<file path="src/rtl/div_seq_alu.sv">
// div_seq_alu: multi-cycle 32-bit divider for RV32M DIV/DIVU/REM/REMU.
// Restoring shift-subtract, one quotient bit per clock. Signed operands are
// converted to magnitudes on entry, and the signs are corrected on exit.
//
// Ports:
//   clk          rising-edge clock
//   rst          synchronous active-high reset
//   start        one-cycle request, sampled only in IDLE
//   op[1:0]      00 DIV, 01 DIVU, 10 REM, 11 REMU (sampled with start)
//   A[31:0]      dividend (sampled with start)
//   B[31:0]      divisor  (sampled with start)
//   busy         high while an operation is in flight (CALC/DONE)
//   result_valid one-cycle completion pulse
//   result[31:0] quotient or remainder, held until the next completion
//
// Optional feature macro: DIV_EARLY_OUT_EN
//   When defined, divide-by-zero and signed overflow bypass CALC
//   (latency 1 instead of 33). The results are identical either way.
module div_seq_alu (
    input  logic        clk,
    input  logic        rst,
    input  logic        start,
    input  logic [1:0]  op,
    input  logic [31:0] A,
    input  logic [31:0] B,
    output logic        busy,
    output logic        result_valid,
    output logic [31:0] result
);

    typedef enum logic [1:0] {
        IDLE = 2'd0,
        CALC = 2'd1,
        DONE = 2'd2
    } state_t;

    state_t      state_r;
    state_t      state_nxt_s;

    logic [1:0]  op_r;
    logic [31:0] a_raw_r;
    logic [31:0] quo_r;
    logic [31:0] rem_r;
    logic [31:0] div_r;
    logic [5:0]  cnt_r;
    logic        q_neg_r;
    logic        r_neg_r;
    logic        div0_r;
    logic        ovf_r;
    logic        busy_r;
    logic        valid_r;
    logic [31:0] result_r;

    // Two's-complement negate.
    function automatic logic [31:0] neg32(input logic [31:0] v);
        return ~v + 32'd1;
    endfunction

    // Operand decode at request time.
    logic        signed_s;
    logic [31:0] a_mag_s;
    logic [31:0] b_mag_s;
    logic        div0_s;
    logic        ovf_s;

    // Magnitude conversion and special-case detection for the incoming request.
    always_comb begin
        signed_s = (op[0] == 1'b0);
        if (signed_s && A[31]) begin
            a_mag_s = neg32(A);
        end else begin
            a_mag_s = A;
        end
        if (signed_s && B[31]) begin
            b_mag_s = neg32(B);
        end else begin
            b_mag_s = B;
        end
        div0_s = (B == 32'd0);
        ovf_s  = signed_s && (A == 32'h8000_0000) && (B == 32'hFFFF_FFFF);
    end

    // One restoring step: the upper 33 bits of the shifted {rem, quo}
    // against the divisor. diff_s[33] is the borrow.
    logic [32:0] shift_s;
    logic [33:0] diff_s;
    logic        borrow_s;
    logic [31:0] rem_step_s;
    logic [31:0] quo_step_s;

    // Trial subtraction for the current iteration.
    always_comb begin
        shift_s  = {rem_r, quo_r[31]};
        diff_s   = {1'b0, shift_s} - {2'b00, div_r};
        borrow_s = diff_s[33];
        if (borrow_s) begin
            rem_step_s = shift_s[31:0];
        end else begin
            rem_step_s = diff_s[31:0];
        end
        quo_step_s = {quo_r[30:0], ~borrow_s};
    end

    // Final sign correction, special-case override, and quotient/remainder select.
    logic [31:0] q_fix_s;
    logic [31:0] r_fix_s;
    logic [31:0] res_sel_s;

    // Result formation while in DONE.
    always_comb begin
        if (q_neg_r) begin
            q_fix_s = neg32(quo_r);
        end else begin
            q_fix_s = quo_r;
        end
        if (r_neg_r) begin
            r_fix_s = neg32(rem_r);
        end else begin
            r_fix_s = rem_r;
        end
        if (div0_r) begin
            q_fix_s = 32'hFFFF_FFFF;
            r_fix_s = a_raw_r;
        end else if (ovf_r) begin
            q_fix_s = 32'h8000_0000;
            r_fix_s = 32'd0;
        end else begin
            q_fix_s = q_fix_s;
            r_fix_s = r_fix_s;
        end
        if (op_r[1]) begin
            res_sel_s = r_fix_s;
        end else begin
            res_sel_s = q_fix_s;
        end
    end

    // Next-state logic.
    always_comb begin
        state_nxt_s = state_r;
        case (state_r)
            IDLE: begin
                if (start) begin
`ifdef DIV_EARLY_OUT_EN
                    if (div0_s || ovf_s) begin
                        state_nxt_s = DONE;
                    end else begin
                        state_nxt_s = CALC;
                    end
`else
                    state_nxt_s = CALC;
`endif
                end else begin
                    state_nxt_s = IDLE;
                end
            end
            CALC: begin
                // The counter is decremented on this edge; the last iteration runs when it reads 1.
                if (cnt_r == 6'd1) begin
                    state_nxt_s = DONE;
                end else begin
                    state_nxt_s = CALC;
                end
            end
            DONE:    state_nxt_s = IDLE;
            default: state_nxt_s = IDLE;
        endcase
    end

    // State register.
    always_ff @(posedge clk) begin
        if (rst) begin
            state_r <= IDLE;
        end else begin
            state_r <= state_nxt_s;
        end
    end

    // Datapath registers and registered outputs.
    always_ff @(posedge clk) begin
        if (rst) begin
            op_r     <= 2'd0;
            a_raw_r  <= 32'd0;
            quo_r    <= 32'd0;
            rem_r    <= 32'd0;
            div_r    <= 32'd0;
            cnt_r    <= 6'd0;
            q_neg_r  <= 1'b0;
            r_neg_r  <= 1'b0;
            div0_r   <= 1'b0;
            ovf_r    <= 1'b0;
            busy_r   <= 1'b0;
            valid_r  <= 1'b0;
            result_r <= 32'd0;
        end else begin
            busy_r  <= (state_nxt_s != IDLE);
            valid_r <= (state_r == DONE);
            case (state_r)
                IDLE: begin
                    if (start) begin
                        op_r    <= op;
                        a_raw_r <= A;
                        quo_r   <= a_mag_s;
                        rem_r   <= 32'd0;
                        div_r   <= b_mag_s;
                        cnt_r   <= 6'd32;
                        q_neg_r <= (op[0] == 1'b0) && (A[31] ^ B[31]);
                        r_neg_r <= (op[0] == 1'b0) && A[31];
                        div0_r  <= div0_s;
                        ovf_r   <= ovf_s;
                    end
                end
                CALC: begin
                    quo_r <= quo_step_s;
                    rem_r <= rem_step_s;
                    cnt_r <= cnt_r - 6'd1;
                end
                DONE: begin
                    result_r <= res_sel_s;
                end
                default: begin
                    result_r <= result_r;
                end
            endcase
        end
    end

    assign busy         = busy_r;
    assign result_valid = valid_r;
    assign result       = result_r;

endmodule

</file>
<file path="config.mk">
export PLATFORM = sky130hd
export DESIGN_NAME = div_seq_alu
export DESIGN_NICKNAME = d
export VERILOG_FILES = /design/src/rtl/div_seq_alu.sv
export SDC_FILE = /design/constraint.sdc
export NUM_CORES = 1
export LEC_CHECK = 0
export CAP_MARGIN = 30
export CORE_UTILIZATION = 35
export DETAILED_ROUTE_END_ITERATION = 8
export GPL_TIMING_DRIVEN = 0
export SLEW_MARGIN = 20
export SYNTH_ARGS = -nofsm -noshare
export SYNTH_HDL_FRONTEND = slang
export SYNTH_SLANG_ARGS = --single-unit
</file>
<file path="constraint.sdc">
create_clock -name clk -period 5.4 [get_ports clk]
set_clock_uncertainty 0.1 [all_clocks]
set_input_delay 1.08 -clock clk [delete_from_list [all_inputs] [get_ports clk]]
set_output_delay 1.08 -clock clk [all_outputs]
set_load 0.05 [all_outputs]
</file>
Yosys cells after proc, flatten, opt, wreduce, memory -nomap -nowiden
Cells that the tools add are included.
{ "totals": {"register_bits": 176, "in_bits": 69, "out_inout_bits": 34} }
{ "op_classes": {"add_sub_neg": 6, "eq_ne": 6, "mux": 19, "n_bitwise": 7, "n_reduce_logical": 11} }
{ "op_table": {"columns": ["cell", "n"], "rows": [
  ["32-bit two-way mux", 12],
  ["32-bit by 1-bit adder with 32-bit output (second input constant)", 4],
  ["32-bit inverter", 4],
  ["32-bit one-hot mux with 2 select lines", 2],
  ["32-bit == test (second input constant)", 2],
  ["33-bit by 32-bit subtractor with 34-bit output", 1],
  ["32-bit zero test", 1],
  ["6-bit one-hot mux with 2 select lines", 1],
  ["6-bit by 1-bit == test with 1-bit output (second input constant)", 1],
  ["6-bit two-way mux", 1],
  ["6-bit by 1-bit subtractor with 6-bit output (second input constant)", 1],
  ["1-bit logical AND", 5],
  ["2-bit one-hot mux with 2 select lines", 1],
  ["2-bit AND reduction", 2],
  ["2-bit nonzero test", 2],
  ["2-bit by 1-bit == test with 1-bit output (second input constant)", 1],
  ["2-bit == test (second input constant)", 1],
  ["2-bit zero test", 1],
  ["2-bit two-way mux", 1],
  ["2-bit != test (second input constant)", 1],
  ["1-bit inverter", 2],
  ["1-bit two-way mux", 1],
  ["1-bit bitwise XOR", 1]
]} }

Depth between registers and ports, before layout
Gate-level depths: netlist of the first run.
{ "logic_depth": {"word_depth": 6, "depth_mapped": 14} }

Worst setup path before layout of the first run
No wires, ideal clock.
{ "synth_path": {"kind": "input to register", "start": "input port B[8]", "end": "register div_r[27]", "setup_time_ps": 86, "arrival_ps": 2914, "t_required_ps": 5214, "slack_ps": 2300, "cell_stages": 8, "cell_sequence": "nor4_1 nor4b_1 nand3b_1 or2_2 nor2_1 a21oi_1 xnor2_1 a211oi_1"} }
{ "synth_via": {"elab_chain_cells": 3} }
{ "synth_lines": {"columns": ["element", "line_no", "text"], "rows": [
  ["from (decl)", "25", "input logic [31:0] B,"],
  ["32-bit inverter", "56", "return ~v + 32'd1;"],
  ["32-bit by 1-bit adder with 32-bit output", "56", null],
  ["32-bit two-way mux", "74", "if (signed_s && B[31]) begin"],
  ["to (signal assigned)", "205", "div_r <= b_mag_s;"],
  ["to (decl)", "44", "logic [31:0] div_r;"]
]} }
Every way passes these cells.
A chain may end at the register's enable or synchronous reset.

Final worst setup path of the first run
{ "layout_path": {"start": "register quo_r[31]", "end": "register rem_r[30]"} }
{ "layout_via": {"elab_chain_cells": 3} }
{ "layout_lines": {"columns": ["element", "line_no", "text"], "rows": [
  ["from (decl)", "42", "logic [31:0] quo_r;"],
  ["from (signal assigned)", "203", "quo_r <= a_mag_s;"],
  ["from (signal assigned)", "214", "quo_r <= quo_step_s;"],
  ["33-bit by 32-bit subtractor with 34-bit output", "94", "diff_s = {1'b0, shift_s} - {2'b00, div_r};"],
  ["32-bit two-way mux", "96", "if (borrow_s) begin"],
  ["32-bit one-hot mux with 2 select lines", "198", "case (state_r)"],
  ["to (signal assigned)", "215", "rem_r <= rem_step_s;"],
  ["to (decl)", "43", "logic [31:0] rem_r;"]
]} }
Every way passes these cells.

==> summary.md, run 1 <==
| Metric | Value |
|---|---|
| Minimum clock period | `3.87 ns` |
| Switching share of power | `0.477` |
| Drt pass-1 iters | `9` |
| Post-synth EDFFs | `0` |
| Pint | `3760 uW` |
| Initial Util | `0.356` |
| Clk slew on worst S/H paths | `0.08 ns` |
| Synth warn | `0` |
| Die width | `181 um` |
| Post-CTS Setup Bufs | `0` |
| # diodes | `0` |
| Crit-path max FO | `4` |
| Core Util, Final | `0.424` |
| CP Data Required Time | `5.63 ns` |
| Layout cell share with drive strength beyond 1 | `0.0328` |
| Post-CTS sizing | `0` |
| Post-Syn Area per Cell | `7.57 um2` |
| Crit-path most repeated cell | `o21ai_0` |
| RSZ-0062 raised after global routing | `no` |
| Drt drc | `0` |
| WL met2 | `17000 um` |
| Routed vias/inst | `5.69` |
| DRT antenna net count | `0` |
| Hold Violations, Final | `0` |
| #FFs+latches synth | `175` |
| CTS Hold Bufs | `0` |
| Area growth, synth to finish | `19.2%` |
| Async set-reset flop share out of synthesis | `0` |
| DIE AREA | `32800 um2` |
| Delay of the slowest critical-path stage | `0.54 ns` |
| DRT Wirelength | `38600 um` |
| Worst IR drop on VDD | `500 uV` |
| Via count of the first global-routing pass | `10.6k` |
| Period Utilization, post-route | `0.716` |
| CTS Buffer Depth | `2` |
| Worst Setup Start Kind | `register` |
| Max Cap Viol | `0` |
| Switch Pwr | `3430 uW` |
| Post-DP HPWL | `30500 um` |
| Worst-margin pin slew | `1.00 ns` |
| Leak | `0.00502 uW` |
| Mapped Cells | `1483` |
| H-Tree Depth | `4` |
| Uppermost routed layer | `met4` |
| Port Buffers | `101` |
| Max Freq | `259 MHz` |
| Initial antenna violation count | `0` |
| Ys flop type | `dfxtp_1` |
| Root buf cell | `clkbuf_16` |
| Row count | `65` |
| Wire length per cell | `19.1 um` |
| CTS tree | `done` |
| Worst-path cell chain | `inv_1, ha_1, fa_1, nor2b_1, o21ai_0, a21oi_1, o22ai_1, o21ai_0, a41oi_1, o21ai_0, a31oi_1, mux2i_1, nand2_1` |
| Metal3 WL | `2460 um` |
| Setup TNS | `0 ns` |
| Worst-skew pair later-pin latency | `0.45 ns` |
| DRT iter0 DRCs | `1177` |
| GR Overflow Total | `0` |
| Hold crit path type | `reg2reg` |
| Final slew viol count | `0` |
| Max stage delay cell, worst path | `o21ai_0` |
| Largest net degree at the start of global routing | `19` |
| CP arrival | `4.10 ns` |
| Clock power share | `0.186` |
| M1 wire length | `18300 um` |
| Register area share after synthesis | `0.312` |
| Critical path type | `reg2reg` |
| Setup violators final | `0` |
| Status | `complete, no violations` |
| Sequential share of power | `0.245` |
| Post-synthesis cell area | `11200 um2` |
| Die Y | `181 um` |
| Total core area | `31600 um2` |
| First-pass GRT wire length | `60000 um` |
| Slew Limit Headroom | `0.332` |
| Net Count, Synth | `1592` |
| Yosys cell types | `67` |
| PwrDens | `536 nW/um2` |
| Vias | `11.5k` |
| Final GP Congestion | `0.903` |
| CTS buffer count | `17` |
| CTS Sinks | `175` |
| Boundary Pins | `103` |
| Critical path endpoint category | `register` |
| # fillers | `3261` |
| Total GRT Usage | `0.234` |
| Logic pwr share | `0.569` |
| Nets | `1713` |
[per-stage QoR]
step	std cells	setup slack (ns)	cell area, um2	total power [uW]	hold slack (ns)
2_1_floorplan	1483	2.30	11200	4730	0.332
3_3_place_gp	1986	1.12	12700	5800	0.342
3_5_place_dp	1987	1.12	12800	5820	0.347
4_1_cts	2019	1.59	13400	7160	0.359
5_1_grt	2019	1.22	13400	7690	0.375
6_report	2019	1.53	13400	7180	0.356
[cell type report]
cell class	instances	area [um2]	share of cell area
multi-input combinational	1154	7150	0.534
sequential	175	3500	0.262
timing repair buffer	102	1020	0.0761
tap	402	503	0.0376
clock buffer	18	439	0.0328
buffer	99	374	0.0279
inverter	55	206	0.0154
clock inverter	14	195	0.0146
[registers in the layout, summed over array words and instances, names as in the netlist]
name	flops
div_r	32
rem_r	32
ovf_r	1
state_r	2
quo_r	32
op_r	1
busy	1
cnt_r	6
result_valid	1
q_neg_r	1
r_neg_r	1
a_raw_r	32
result	32
div0_r	1
[power groups by stage]
stage | Clock (uW) | Combinational, uW | Sequential, uW
5_1_grt | 1390 | 4520 | 1780
3_5_place_dp | 0 | 4040 | 1780
4_1_cts | 1340 | 4060 | 1750
6_report | 1330 | 4090 | 1760
2_1_floorplan | 0 | 3060 | 1670
3_3_place_gp | 0 | 4020 | 1780
[logic make-up after synthesis]
logic type / synth area share
and+or+nand+nor: 0.205
AOI/OAI and AO/OA: 0.264
DFF: 0.312
buffers and inverters: 0.0517
xor gates and xnor gates: 0.112
adders and majority gates: 0.0452
muxes: 0.0102
[path summary, 6_finish.rpt]
path | endpoint | cells after the start | slack (ns) | from
worst max-delay path | rem_r[30]$_SDFFE_PP0P_ | 13 | 1.53 | quo_r[31]$_SDFFE_PP0P_
worst min-delay path | a_raw_r[20]$_SDFFE_PP0P_ | 2 | 0.36 | a_raw_r[20]$_SDFFE_PP0P_
worst max register to register | rem_r[30]$_SDFFE_PP0P_ | 13 | 1.53 | quo_r[31]$_SDFFE_PP0P_
worst min register to register | a_raw_r[20]$_SDFFE_PP0P_ | 2 | 0.36 | a_raw_r[20]$_SDFFE_PP0P_
[cells in the final DEF, fill, tap and decap left out, types with 44 or more instances in the layout]
cell and count:
a211oi_1 44, a21oi_1 124, clkbuf_1 91, clkdlybuf4s50_1 101
dfxtp_1 175, inv_1 54, nand2_1 192, nor2_1 171
o21ai_0 91, xnor2_1 72, xor2_1 72
[cells in the mapped netlist (6+ instances only)]
| cell | count | share of area |
|---|---|---|
| a22o_1 | 20 | 0.016 |
| nor2_1 | 171 | 0.057 |
| a311oi_1 | 12 | 0.0094 |
| o22ai_1 | 23 | 0.013 |
| o21bai_1 | 6 | 0.0040 |
| or4_1 | 8 | 0.0053 |
| inv_1 | 54 | 0.018 |
| a31oi_1 | 9 | 0.0050 |
| nor3_1 | 32 | 0.014 |
| a211oi_1 | 44 | 0.029 |
| or3_1 | 13 | 0.0072 |
| nand3_1 | 13 | 0.0058 |
| o21ai_0 | 91 | 0.041 |
| dfxtp_1 | 175 | 0.31 |
| a32oi_1 | 8 | 0.0062 |
| buf_1 | 6 | 0.0020 |
| clkbuf_1 | 91 | 0.030 |
| nor2b_1 | 12 | 0.0067 |
| ha_1 | 39 | 0.043 |
| nor4_1 | 12 | 0.0067 |
| a21oi_1 | 124 | 0.055 |
| xor2_1 | 72 | 0.056 |
| mux2i_1 | 7 | 0.0062 |
| a222oi_1 | 29 | 0.026 |
| nand2b_1 | 15 | 0.0084 |
| nand4_1 | 15 | 0.0084 |
| nand2_1 | 192 | 0.064 |
| o41ai_1 | 9 | 0.0070 |
| o31ai_1 | 27 | 0.018 |
| a21o_1 | 15 | 0.010 |
| xnor2_1 | 72 | 0.056 |
[worst max-delay path, delay by kind of cell, from the launching register on]
kind / cells / cell delay, ns
AO/OA/AOI/OAI: 7 / 2.11
adder cells (fa/ha/maj): 2 / 0.64
buffers and inverters: 1 / 0.07
flip-flops: 1 / 0.46
multiplexers: 1 / 0.17
AND/OR/NAND/NOR: 2 / 0.20
[routing by layer]
layer | vias up | global-route usage
li1 | 5575 | -
met1 | 5467 | 0.335
met2 | 393 | 0.365
met3 | 45 | 0.0310
met4 | 0 | 0.0664
met5 | - | 0
Note: power is estimated with default switching activity, not from simulation.
==> run 2, diff against run 1 <==
==> constraint.sdc (replaced) <==
create_clock -name clk -period 3.54 [get_ports clk]
set_clock_uncertainty 0.1 [all_clocks]
set_input_delay 0.708 -clock clk [delete_from_list [all_inputs] [get_ports clk]]
set_output_delay 0.708 -clock clk [all_outputs]
set_load 0.05 [all_outputs]
==> summary.md, run 2 (same netlist as run 1, synthesis figures left out) <==
| Metric | Value |
|---|---|
| Via count of the first global-routing pass | `10.6k (about the same)` |
| Total core area | `31600 um2 (unchanged)` |
| Delay of the slowest critical-path stage | `0.41 ns (was 0.54 ns)` |
| PwrDens | `833 nW/um2 (was 536 nW/um2)` |
| Cell depth of the worst min-delay path | `2 (unchanged)` |
| Commonest non-fill, non-tap cell in the layout | `nand2_1 (unchanged)` |
| Initial antenna violation count | `0 (unchanged)` |
| Minimum clock period | `3.36 ns (was 3.87 ns)` |
| Overall power | `11200 uW (was 7180 uW)` |
| Final slew viol count | `0 (unchanged)` |
| Max Freq | `297 MHz (was 259 MHz)` |
| First-pass GRT wire length | `60100 um (was 60000 um)` |
| Commonest non-fill, non-tap cells in the layout | `nand2_1, dfxtp_1, nor2_1 (unchanged)` |
| # diodes | `0 (unchanged)` |
| Worst-margin pin slew | `0.959 ns (was 1.00 ns)` |
| CTS tree | `done (unchanged)` |
| Worst IR drop on VDD | `681 uV (was 500 uV)` |
| Root buf cell | `clkbuf_16 (unchanged)` |
| Drt pass-1 iters | `9 (unchanged)` |
| Layout cell share with drive strength beyond 1 | `0.0426 (was 0.0328)` |
| DRT antenna net count | `0 (unchanged)` |
| CTS Buffer Depth | `2 (unchanged)` |
| DP Worst Slack | `-0.363 ns (was 1.12 ns)` |
| GR Overflow Total | `0 (unchanged)` |
| Design Area, Final | `13500 um2 (was 13400 um2)` |
| Boundary Pins | `103 (unchanged)` |
| CTS Hold Bufs | `0 (unchanged)` |
| Initial Util | `0.356 (unchanged)` |
| CP Data Required Time | `3.77 ns (was 5.63 ns)` |
| Crit-path max FO | `4 (unchanged)` |
| Wire length per cell | `19.2 um (was 19.1 um)` |
| Final hold slack | `0.356 ns (about the same)` |
| Post-DP HPWL | `30500 um (unchanged)` |
| Slew Limit Headroom | `0.360 (was 0.332)` |
| Worst-skew pair later-pin latency | `0.45 ns (about the same)` |
| CTS buffer count | `17 (unchanged)` |
| Leak | `0.00505 uW (was 0.00502 uW)` |
| DRT Wirelength | `38700 um (was 38600 um)` |
| Clk slew on worst S/H paths | `0.08 ns (about the same)` |
| Max Cap Viol | `0 (unchanged)` |
| Worst-path cell chain | `inv_1, ha_1, fa_1, nor2b_1, o21ai_0, a21oi_1, o22ai_1, o21ai_2, a41oi_2, o31ai_2, xnor2_1, o21ai_0, a22o_1 (was inv_1, ha_1, fa_1, nor2b_1, o21ai_0, a21oi_1, o22ai_1, o21ai_0, a41oi_1, o21ai_0, a31oi_1, mux2i_1, nand2_1)` |
| Setup TNS | `0 ns (unchanged)` |
| Crit-path most repeated cell | `o21ai_0 (unchanged)` |
| Vias | `11.5k (about the same)` |
| DP Area | `12800 um2 (unchanged)` |
| Total GRT Usage | `0.234 (about the same)` |
| CTS Sinks | `175 (unchanged)` |
| Post-route setup slack | `0.175 ns (was 1.53 ns)` |
| Critical path type | `reg2reg (unchanged)` |
| Die Y | `181 um (unchanged)` |
| Drt drc | `0 (unchanged)` |
| Hold crit path type | `reg2reg (unchanged)` |
| Worst Setup Start Kind | `register (unchanged)` |
| Hold Violations, Final | `0 (unchanged)` |
| RSZ-0062 raised after global routing | `no (unchanged)` |
| DRT iter0 DRCs | `1100 (was 1177)` |
| Critical path endpoint category | `register (unchanged)` |
| CP arrival | `3.59 ns (was 4.10 ns)` |
| Nets | `1714 (was 1713)` |
| Die width | `181 um (unchanged)` |
| R2R depth | `13 (unchanged)` |
| Area growth, synth to finish | `19.8% (was 19.2%)` |
| Period Utilization, post-route | `0.951 (was 0.716)` |
| H-Tree Depth | `4 (unchanged)` |
| Max stage delay cell, worst path | `fa_1 (was o21ai_0)` |
| Row count | `65 (unchanged)` |
| Setup violators final | `0 (unchanged)` |
| Routed vias/inst | `5.68 (was 5.69)` |
| Port Buffers | `101 (unchanged)` |
| Status | `complete, no violations (unchanged)` |
| Largest net degree at the start of global routing | `19 (unchanged)` |
| Final GP Congestion | `0.903 (unchanged)` |
| DIE AREA | `32800 um2 (unchanged)` |
run 2: cell types whose count changed in the layout (fill, tap and decap cells not counted), moves of 2 or more:
cell,change
dfxtp_2,+2
clkbuf_1,-5
clkbuf_2,+4
dfxtp_1,-2
o21ai_0,-2
run 2: worst paths after layout:
path	slack, ns	endpoint	startpoint
max reg2reg	0.18	rem_r[26]$_SDFFE_PP0P_	quo_r[31]$_SDFFE_PP0P_
min reg2reg	0.36	a_raw_r[20]$_SDFFE_PP0P_	a_raw_r[20]$_SDFFE_PP0P_
min	0.36	a_raw_r[20]$_SDFFE_PP0P_	a_raw_r[20]$_SDFFE_PP0P_
max	0.18	rem_r[26]$_SDFFE_PP0P_	quo_r[31]$_SDFFE_PP0P_
run 2: cell type report:
type	instances	area [um2]
sequential	175	3510
fill	3253	18100
multi-input combinational	1154	7200
clock inverter	14	195
timing repair buffer	103	1030
inverter	55	206
buffer	99	380
clock buffer	18	439
tap	402	503
run 2: worst max-delay path, delay by kind of cell, from the launching register on:
kind,cells,cell delay (ns)
buffers and inverters,1,0.06
flip-flops,1,0.40
AO/OA/AOI/OAI,8,1.78
adder cells (fa/ha/maj),2,0.64
XOR/XNOR,1,0.14
AND/OR/NAND/NOR,1,0.13
run 2: per-layer routing:
metal	vias to the layer above	global-route usage	wire length [um]
met1	5459	0.335	18500
li1	5574	-	-
met2	395	0.366	17000
met3	42	0.0310	2390
met4	0	0.0664	793
met5	-	0	0
run 2: timing repair:
action                                 CTS  global route
pin swaps                                0             2
setup endpoints to repair               29            39
buffers inserted                         0             1
endpoints found under the hold margin    0             0
resized for setup                        7            17
run 2: power by group:
group	leakage [uW]	internal [uW]	switching, uW	total (uW)
Combinational	0.00332	2550	3930	6480
Clock	0.000303	1100	939	2040
Sequential	0.00143	2220	461	2690
Total	0.00505	5870	5330	11200
run 2: per-stage QoR:
step | instances | util
floorplan | 1483 | -
global placement | 1986 | 0.404
detailed placement | 1987 | 0.404
CTS | 2019 | 0.425
global route | 2020 | 0.426
finish | 2020 | 0.426
